==> src/rtl/hub75e_pkg.sv <==
// hub75e_pkg: shared FSM state type and default panel geometry for the HUB75E write path
package hub75e_pkg;
  typedef enum logic [1:0] {IDLE, RECV, WRITE, SWAP} state_t;
  localparam int COLS_DEF = 64;
  localparam int ROWS_DEF = 32;
  localparam int COL_W_DEF = $clog2(COLS_DEF);
  localparam int ROW_W_DEF = $clog2(ROWS_DEF);
endpackage

==> src/rtl/frame_loader.sv <==
// frame_loader: packs an RGB888 byte stream into pixels and writes them into a bank-swapped two-channel line RAM
module frame_loader
  import hub75e_pkg::*;
#(
  parameter int COLS = COLS_DEF,
  parameter int ROWS = ROWS_DEF
) (
  input  logic        clk_i,
  input  logic        rst_n_i,
  input  logic        frame_start_i,
  input  logic [7:0]  byte_data_i,
  input  logic        byte_valid_i,
  output logic        byte_ready_o,
  output logic [15:0] ram_wr_addr_o,
  output logic [23:0] ram_wr_data_o,
  output logic        ram_wr_en_ch0_o,
  output logic        ram_wr_en_ch1_o,
  output logic        rd_bank_o,
  output logic        frame_done_o
);
  localparam int CW = $clog2(COLS);
  localparam int RW = $clog2(ROWS);
  state_t state_q, state_d;
  logic [CW-1:0] col_q, col_d;
  logic [RW-1:0] row_q, row_d;
  logic [1:0] phase_q, phase_d;
  logic [7:0] r_q, r_d, g_q, g_d, b_q, b_d;
  logic bank_q, bank_d;
  logic take, last_col, last_px, wr;
  assign take = byte_valid_i && byte_ready_o;
  assign last_col = col_q == CW'(COLS - 1);
  assign last_px = last_col && row_q == RW'(ROWS - 1);
  assign wr = state_q == WRITE;
  assign byte_ready_o = state_q == RECV && !frame_start_i;
  // row MSB selects the panel half; dropping it gives the row within that half
  assign ram_wr_en_ch0_o = wr && !row_q[RW-1];
  assign ram_wr_en_ch1_o = wr && row_q[RW-1];
  assign ram_wr_addr_o = {bank_q, 15'((32'(row_q) & (ROWS / 2 - 1)) * COLS + 32'(col_q))};
  assign ram_wr_data_o = {r_q, g_q, b_q};
  assign rd_bank_o = ~bank_q;
  assign frame_done_o = state_q == SWAP;
  always_comb begin
    state_d = state_q;
    col_d = col_q;
    row_d = row_q;
    phase_d = phase_q;
    r_d = r_q;
    g_d = g_q;
    b_d = b_q;
    bank_d = bank_q;
    if (frame_start_i) begin
      state_d = RECV;
      col_d = '0;
      row_d = '0;
      phase_d = '0;
    end else begin
      case (state_q)
        RECV: if (take) begin
          r_d = phase_q == 2'd0 ? byte_data_i : r_q;
          g_d = phase_q == 2'd1 ? byte_data_i : g_q;
          b_d = phase_q == 2'd2 ? byte_data_i : b_q;
          phase_d = phase_q == 2'd2 ? 2'd0 : phase_q + 2'd1;
          state_d = phase_q == 2'd2 ? WRITE : RECV;
        end
        WRITE: begin
          col_d = col_q + 1'b1;
          row_d = last_col ? row_q + 1'b1 : row_q;
          state_d = last_px ? SWAP : RECV;
          bank_d = last_px ? ~bank_q : bank_q;
        end
        SWAP: state_d = IDLE;
        default: state_d = state_q;
      endcase
    end
  end
  always_ff @(posedge clk_i or negedge rst_n_i) begin
    if (!rst_n_i) begin
      state_q <= IDLE;
      col_q <= '0;
      row_q <= '0;
      phase_q <= '0;
      r_q <= '0;
      g_q <= '0;
      b_q <= '0;
      bank_q <= 1'b0;
    end else begin
      state_q <= state_d;
      col_q <= col_d;
      row_q <= row_d;
      phase_q <= phase_d;
      r_q <= r_d;
      g_q <= g_d;
      b_q <= b_d;
      bank_q <= bank_d;
    end
  end
endmodule

==> config.mk <==
export PLATFORM = sky130hd
export DESIGN_NAME = frame_loader
export DESIGN_NICKNAME = d
export VERILOG_FILES = /design/src/rtl/hub75e_pkg.sv /design/src/rtl/frame_loader.sv
export SDC_FILE = /design/constraint.sdc
export NUM_CORES = 1
export LEC_CHECK = 0
export CAP_MARGIN = 20
export CORE_MARGIN = 2
export CORE_UTILIZATION = 42
export DETAILED_ROUTE_END_ITERATION = 8
export PLACE_DENSITY = 0.76
export SYNTH_ARGS = -nofsm -noshare
export SYNTH_HDL_FRONTEND = slang
export SYNTH_SLANG_ARGS = --single-unit
==> constraint.sdc <==
create_clock -name clk_i -period 1.7 [get_ports clk_i]
set_clock_uncertainty 0.1 [all_clocks]
set_input_delay 0.17 -clock clk_i [delete_from_list [all_inputs] [get_ports clk_i]]
set_output_delay 0.17 -clock clk_i [all_outputs]
set_load 0.05 [all_outputs]
; After elaboration in Yosys (flattened, before gate mapping)
; Cells that the tools add are included.
[classes]
addsub = 4
eq_ne = 8
muxes = 14
bitwise_logic = 2
n_reduce_logical = 20
[op_table]
columns = operator, count
row1 = 2-bit two-way mux, 8
row2 = 5-bit two-way mux, 3
row3 = 6-bit two-way mux, 2
row4 = 4-bit AND reduction, 3
row5 = 10-bit by 6-bit adder with 11-bit output, 1
row6 = 2-bit nonzero test, 4
row7 = "6-bit by 1-bit adder with 6-bit output, second input constant", 1
row8 = "2-bit == test, second input constant", 3
row9 = "6-bit == test, second input constant", 1
row10 = 2-bit one-hot mux with 3 select lines, 1
row11 = 2-bit AND reduction, 3
row12 = "5-bit by 1-bit adder with 5-bit output, second input constant", 1
row13 = "5-bit == test, second input constant", 1
row14 = 1-bit logical AND, 5
row15 = "2-bit by 1-bit == test with 1-bit output, second input constant", 2
row16 = 4-bit nonzero test, 1
row17 = "3-bit != test, second input constant", 1
row18 = 3-bit AND reduction, 1
row19 = "2-bit by 1-bit adder with 2-bit output, second input constant", 1
row20 = 1-bit logical NOT, 2
row21 = 2-bit logical NOT, 1
row22 = 1-bit NOT, 2
[word_totals]
regBits = 40
in_bits = 12
out_inout_bits = 45
elab_cells = 56

; Logic depth before layout (Yosys ltp)
; Gate-level depths: netlist of run 1.
[depth]
depth_word = 6
mapped_depth = 6
mapped_depth_nobuf = 6

; Worst setup path before layout of run 1
; Ideal clock, no wire load.
[synth_timing]
path_kind = reg2reg
start = reg state_q[1]
end = reg r_q[0]
setup_ns = 0.125
t_arrival_ns = 2.153
required_ns = 1.475
setup_slack_ns = -0.678
stages_incl_launch_ff = 6
n_path_buf = 0
period_less_slack_ns = 2.378
cell_sequence = dfrtp_1 -> inv_1 -> ha_1 -> nor2b_1 -> nand3_2 -> mux2_2
[synth_between]
elab_chain_len = 4
[synth_lines]
columns = element, line
row1 = "start, declared", frame_loader.sv:23  ; state_t state_q, state_d;
row2 = "start signal, assigned", frame_loader.sv:87  ; state_q <= state_d;
row3 = 2-bit by 1-bit == test with 1-bit output, frame_loader.sv:34  ; assign byte_ready_o = state_q == RECV && !frame_start_i;
row4 = 1-bit logical AND, frame_loader.sv:34
row5 = via byte_ready_o, frame_loader.sv:13  ; output logic byte_ready_o,
row6 = 1-bit logical AND, frame_loader.sv:30  ; assign take = byte_valid_i && byte_ready_o;
row7 = 4-bit AND reduction (no line), -
row8 = "end signal, assigned", frame_loader.sv:91  ; r_q <= r_d;
row9 = "end, declared", frame_loader.sv:27  ; logic [7:0] r_q, r_d, g_q, g_d, b_q, b_d;
; The timed path passes the listed nets, and every way through them passes these cells.
; A chain may end at the register's enable or synchronous reset.

; Worst setup path in the final report of run 1
[layout_timing]
start = reg state_q[1]
end = reg g_q[3]
[layout_between]
elab_chain_len = 4
[layout_lines]
columns = element, line
row1 = 2-bit by 1-bit == test with 1-bit output (*), "frame_loader.sv:34, frame_loader.sv:57"
row2 = 1-bit logical AND, frame_loader.sv:34
row3 = 1-bit logical AND, frame_loader.sv:30
row4 = 4-bit AND reduction (no line) (*), -
row5 = "end signal, assigned", frame_loader.sv:92  ; g_q <= g_d;
row6 = "end, declared", frame_loader.sv:27
; Every way passes the cells marked *; elsewhere a longest branch is shown, timed or not.

==> metrics.yaml, run 1 <==
outcome: "completed"
ios: 57
critPathSlowestCell: "dfrtp_1"
cp_max_fo: 8
drc: 0
htreeDepth: 2
fp.coreArea_um2: 4324
fp.dieW_um: 70.87
period_needed_ps: 1699
wire_per_inst_um: 15.12
first_global_vias: 1484
viasPerCell: 5.125
hp-class: "primary input to async pin"
gp_congestion: 0.7662
finalHoldViolCount: 0
ys_seq_area_share_pct: 53.30
wirelength_mm: 4.112
cts.clk_slew.worst_paths_ps: 70
switching_power_uw: 1381
nFillCells: 356
dp_hpwl_mm: 3.167
vias: 1394
grt-ovfl-total: 0
fin_crit_sh_pct: 99.97
cap_violations: 0
setup_violations: 0
grt_max_degree: 23
syn_avg_cell_area_um2: 12.36
switching_share_pct: 42.01
multi_input_area_um2: 865.8
p_clk_share_pct: 17.8
netlist_instances: 152
async_flop_share_pct: 100.0
cts_tree: "yes"
detail_route.first_pass.iterations: 4
die_h_um: 70.87
slowest_delay_ps: 430
clockBufferDepth: 2
track_usage_pct: 17.32
yosysWarnings: 0
synth_edf_count: 0
synth-seq-cells: 40
ys_types: 37
vdd_drop_max_mv: 0.8639
die_area_um2: 5023
timing.fmax_ghz: 0.5884
port_buffers: 51
post-route-util_pct: 61.66
p_per_area_nw_per_um2: 1233
antenna_found_initial: 0
nNetsFinal: 238
start_kind: "flop"
cts_sinks: 40
seqCellArea_um2: 1006
synthToLayoutAreaGrowth_pct: 41.97
worstPathArrival_ps: 1770
grt_pass1_wl_mm: 6.831
pwr-share-seq_pct: 38.6
start_util_pct: 43.43
clock_latency_ps: 290
criticalPathCategory: "flop to flop"
worstSetupEndpointType: "flop"
synth_flop_cell: "dfrtp_1"
drt_iter0_drc: 57
p_leak_uw: 0.001232
rrSetupSlack_ps: 0.6
insertedDiodeCount: 0
drive_gt1_share_pct: 50.91
rsz0062_at_grt: "true"
required_ps: 1770
setup_tns_ps: 0
crit_chain: "inv_2, ha_4, nand3b_4, nor3b_4, buf_12, mux2_2"
internal-power_uw: 1906
synth_area_um2: 1878
combPwrFrac_pct: 43.6
cts_buffers: 5
slew_viol_final: 0
cts-root-buf: "clkbuf_8"
rows: 24
ant_nets: 0
==> repair_timing <==
item	in CTS	in global routing
endpoints found under the setup margin	9	15
endpoints found under the hold margin	20	0
hold buffers	1	0
setup buffers	0	1
resized for setup	7	4
pin swaps	1	2
==> power groups by stage <==
| stage | clock (µW) | sequential [µW] | combinational (µW) |
|---|---|---|---|
| 2_1_floorplan | 0 | 1950 | 295 |
| 5_1_grt | 660 | 1300 | 1480 |
| 6_report | 586 | 1270 | 1430 |
| 3_3_place_gp | 0 | 1270 | 1410 |
| 4_1_cts | 618 | 1270 | 1450 |
| 3_5_place_dp | 0 | 1280 | 1440 |
==> cell type report <==
class,instances,area share [%]
Sequential cell,40,37.73
Clock inverter,2,0.4693
Clock buffer,5,2.581
Timing Repair Buffer,70,23.74
Tap cell,52,2.440
Multi-Input combinational cell,99,32.47
Inverter,4,0.5631
==> stage by stage <==
| stage | cell area, µm² | power (µW) | hold slack (ps) | cells | setup slack [ps] |
|---|---|---|---|---|---|
| 4_1_cts | 2656 | 3333 | 278.5 | 272 | -3.431 |
| 6_report | 2666 | 3287 | 280.0 | 272 | 0.5790 |
| 3_3_place_gp | 2541 | 2681 | 41.93 | 264 | -90.66 |
| 5_1_grt | 2666 | 3440 | 307.9 | 272 | -71.36 |
| 3_5_place_dp | 2541 | 2722 | 51.86 | 264 | -138.0 |
| 2_1_floorplan | 1956 | 2243 | -225.6 | 156 | 4.241 |
==> cells in the final DEF, fill, tap and decap left out, types with 2 or more instances in the layout <==
master	count
buf_12	6
ha_1	2
conb_1	5
xor2_1	2
nand3_1	5
dfrtp_1	36
a21oi_1	6
o21ai_0	4
nand2_1	5
mux2_2	25
or3_1	2
nor2b_1	3
clkbuf_8	5
dfrtp_2	4
clkdlybuf4s50_1	10
mux2i_1	2
buf_6	2
ha_4	3
inv_2	3
nor2_1	9
buf_4	50
xnor2_1	3
==> critical path: cells and delay by family, from the launching register on <==
| family | cells | cell delay (ps) |
|---|---|---|
| flops | 1 | 430 |
| mux | 1 | 330 |
| simple gates | 2 | 320 |
| buf+inv | 2 | 230 |
| fa+ha+maj | 1 | 160 |
==> cell families after synthesis <==
| group | Yosys count | share of synthesized area (%) |
|---|---|---|
| AO/OA/AOI/OAI | 16 | 5.264 |
| XOR/XNOR | 5 | 2.332 |
| adder cells (fa/ha/maj) | 6 | 3.997 |
| buffers and inverters | 17 | 5.662 |
| flip-flops | 40 | 53.30 |
| multiplexers | 27 | 16.06 |
| other | 1 | 0.1997 |
| AND/OR/NAND/NOR | 40 | 13.19 |
==> synth_stat cells, drive strengths merged (2+ instances only) <==
| library cell | instances | share of area, % |
|---|---|---|
| dfrtp | 40 | 53 |
| mux2 | 25 | 15 |
| buf | 13 | 4.9 |
| nor2 | 11 | 2.3 |
| a21oi | 6 | 1.6 |
| ha | 6 | 4.0 |
| nand3 | 6 | 1.9 |
| nand2 | 5 | 1.0 |
| inv | 4 | 0.80 |
| nor2b | 4 | 1.3 |
| o21ai | 4 | 1.1 |
| xnor2 | 3 | 1.4 |
| and2 | 2 | 0.67 |
| mux2i | 2 | 1.1 |
| nand4 | 2 | 1.0 |
| or3 | 2 | 0.67 |
| xor2 | 2 | 0.93 |
==> registers in the layout (all words and copies together) (netlist names) <==
signal   cells
col_q        6
bank_q       1
phase_q      2
b_q          8
r_q          8
g_q          8
row_q        5
state_q      2
==> layer usage <==
layer	up-vias	part of all wire (%)	GRT usage, %
met5	-	0	0
met4	0	2.0	7.547
li1	655	-	-
met3	7	4.2	4.416
met1	695	41	20.97
met2	37	53	29.28
==> path summary, 6_finish.rpt <==
check | start | to | depth (start not counted)
worst max-delay path | state_q[1] | g_q[3] | 6
worst min-delay path | rst_n_i | col_q[3] | 2
max in group asynchronous | rst_n_i | b_q[1] | 3
worst max register to register | state_q[1] | g_q[3] | 6
min in group clk_i | r_q[2] | r_q[2] | 1
worst min register to register | r_q[2] | r_q[2] | 1
Power figures use the tool's default switching activity.
==> run 2, diff against run 1 <==
--- a/config.mk
+++ b/config.mk
@@ -8,6 +8,7 @@
 export CAP_MARGIN = 20
 export CORE_MARGIN = 2
 export CORE_UTILIZATION = 42
+export CTS_CLUSTER_SIZE = 14
 export DETAILED_ROUTE_END_ITERATION = 8
 export PLACE_DENSITY = 0.76
 export SYNTH_ARGS = -nofsm -noshare
==> results of run 2 <==
The final DEF is identical to that of run 1; final timing and power are the same.
==> run 3, diff against run 2 <==
--- a/config.mk
+++ b/config.mk
@@ -11,6 +11,7 @@
 export CTS_CLUSTER_SIZE = 14
 export DETAILED_ROUTE_END_ITERATION = 8
 export PLACE_DENSITY = 0.76
+export SKIP_CTS_REPAIR_TIMING = 1
 export SYNTH_ARGS = -nofsm -noshare
 export SYNTH_HDL_FRONTEND = slang
 export SYNTH_SLANG_ARGS = --single-unit
==> run 3 against run 2 <==
Against the previous run: core utilization rose by 0.78 points; setup slack improved by 2.0 ps; first-iteration DRC count fell by 8.8%; clock power rose by 1%; worst hold slack got worse by 8.2 ps; total power rose by 2.0%; critical path depth did not move; non-clock buffer count rose by 1; via count fell by 0.22%; critical path type unchanged; largest cell class unchanged.
==> metrics.yaml, run 3 (synthesis results as in run 1) <==
first_global_vias: 1481
final_common_cell: "buf_4"
rows: 24
start_kind: "flop"
r2r_start: "state_q[1]"
p_per_area_nw_per_um2: 1242
gp_congestion: 0.7662
rsz0062_at_grt: "true"
nNetsFinal: 239
critPathTopFamily: "flip-flops"
finalHoldViolCount: 0
cts_tree: "yes"
fp.dieW_um: 70.87
ios: 57
seqCellArea_um2: 1006
final_cell_mix: "buf_4 (52), dfrtp_1 (36), mux2_2 (17), clkdlybuf4s50_1 (10), nor2_1 (9)"
synthToLayoutAreaGrowth_pct: 43.77
wirelength_mm: 4.243
cp_max_fo: 8
clockBufferDepth: 2
timing.fmax_ghz: 0.5891
multi_input_area_um2: 895.9
vdd_drop_max_mv: 0.8822
track_usage_pct: 17.23
cts_sinks: 40
top_regs: "b_q: 8 flops, g_q: 8 flops, r_q: 8 flops"
critPathSlowestCell: "dfrtp_1"
rrSetupSlack_ps: 3
drc: 0
cts.clk_slew.worst_paths_ps: 70
drt_iter0_drc: 52
cts_buffers: 5
cts-root-buf: "clkbuf_8"
stdcell_area_um2: 2700
slowest_delay_ps: 430
required_ps: 1770
start_util_pct: 43.43
htreeDepth: 2
cap_violations: 0
crit_chain: "inv_2, ha_4, nand3b_4, nor3b_4, buf_12, mux2_4"
criticalPathCategory: "flop to flop"
worstPathArrival_ps: 1770
setup_violations: 0
setup_tns_ps: 0
hp-class: "primary input to async pin"
die_h_um: 70.87
grt_max_degree: 23
cp.buffers_inverters: 2
clock_latency_ps: 290
post-route-util_pct: 62.44
p_leak_uw: 0.001260
ant_nets: 0
grt_pass1_wl_mm: 6.796
dp_hpwl_mm: 3.167
fp.coreArea_um2: 4324
vias: 1391
nFillCells: 351
worstSetupEndpointType: "flop"
slew_viol_final: 0
outcome: "completed"
period_needed_ps: 1697
wire_per_inst_um: 15.54
drive_gt1_share_pct: 51.13
viasPerCell: 5.095
worstReg2RegEnd: "g_q[2]"
worst_r2r_path_depth: 6
antenna_found_initial: 0
fin_crit_sh_pct: 99.85
detail_route.first_pass.iterations: 4
grt-ovfl-total: 0
placement.cell_area_um2: 2541
insertedDiodeCount: 0
port_buffers: 51
crit_path_start: "state_q[1]"
die_area_um2: 5023
[run 3: per-stage QoR]
step	total power [µW]	setup WS [ps]	instances	hold slack [ps]
2_1_floorplan	2243	4.241	156	-225.6
3_3_place_gp	2681	-90.66	264	41.93
3_5_place_dp	2722	-138.0	264	51.86
4_1_cts	3327	-166.1	271	-269.3
5_1_grt	3505	-62.33	273	298.2
6_report	3352	2.625	273	271.8
[run 3: how the worst max path moves through the flow]
stage | endpoint | depth (start not counted)
2_1_floorplan | row_q[3] | 4
4_1_cts | ram_wr_en_ch0_o | 6
6_report | g_q[2] | 6
3_5_place_dp | g_q[2] | 5
5_1_grt | g_q[2] | 6
3_3_place_gp | g_q[0] | 5
[run 3: cell type report]
cell class              instances  area share, %
clock buffers                   5          2.549
flip-flops and latches         40          37.26
clock inverters                 2         0.4634
repair buffers                 71          23.59
multi-input cells              99          33.18
inverters                       4         0.5561
well taps                      52          2.410
[run 3: per-layer routing]
| layer | GRT usage, % | routed length (µm) |
|---|---|---|
| met3 | 4.416 | 167 |
| met4 | 7.547 | 88 |
| met2 | 29.08 | 2205 |
| met1 | 20.88 | 1781 |
| met5 | 0 | 0 |
[run 3: where the power goes]
part           switching, µW  internal, µW
registers                124          1150
clock network            314           277
logic                    962           524
total                   1400          1950
[run 3: worst register-to-register path, delay by kind of cell (launching register included)]
| family | cells | cell delay, ps |
|---|---|---|
| fa+ha+maj | 1 | 170 |
| mux | 1 | 300 |
| simple gates | 2 | 320 |
| flops | 1 | 430 |
| buf+inv | 2 | 260 |
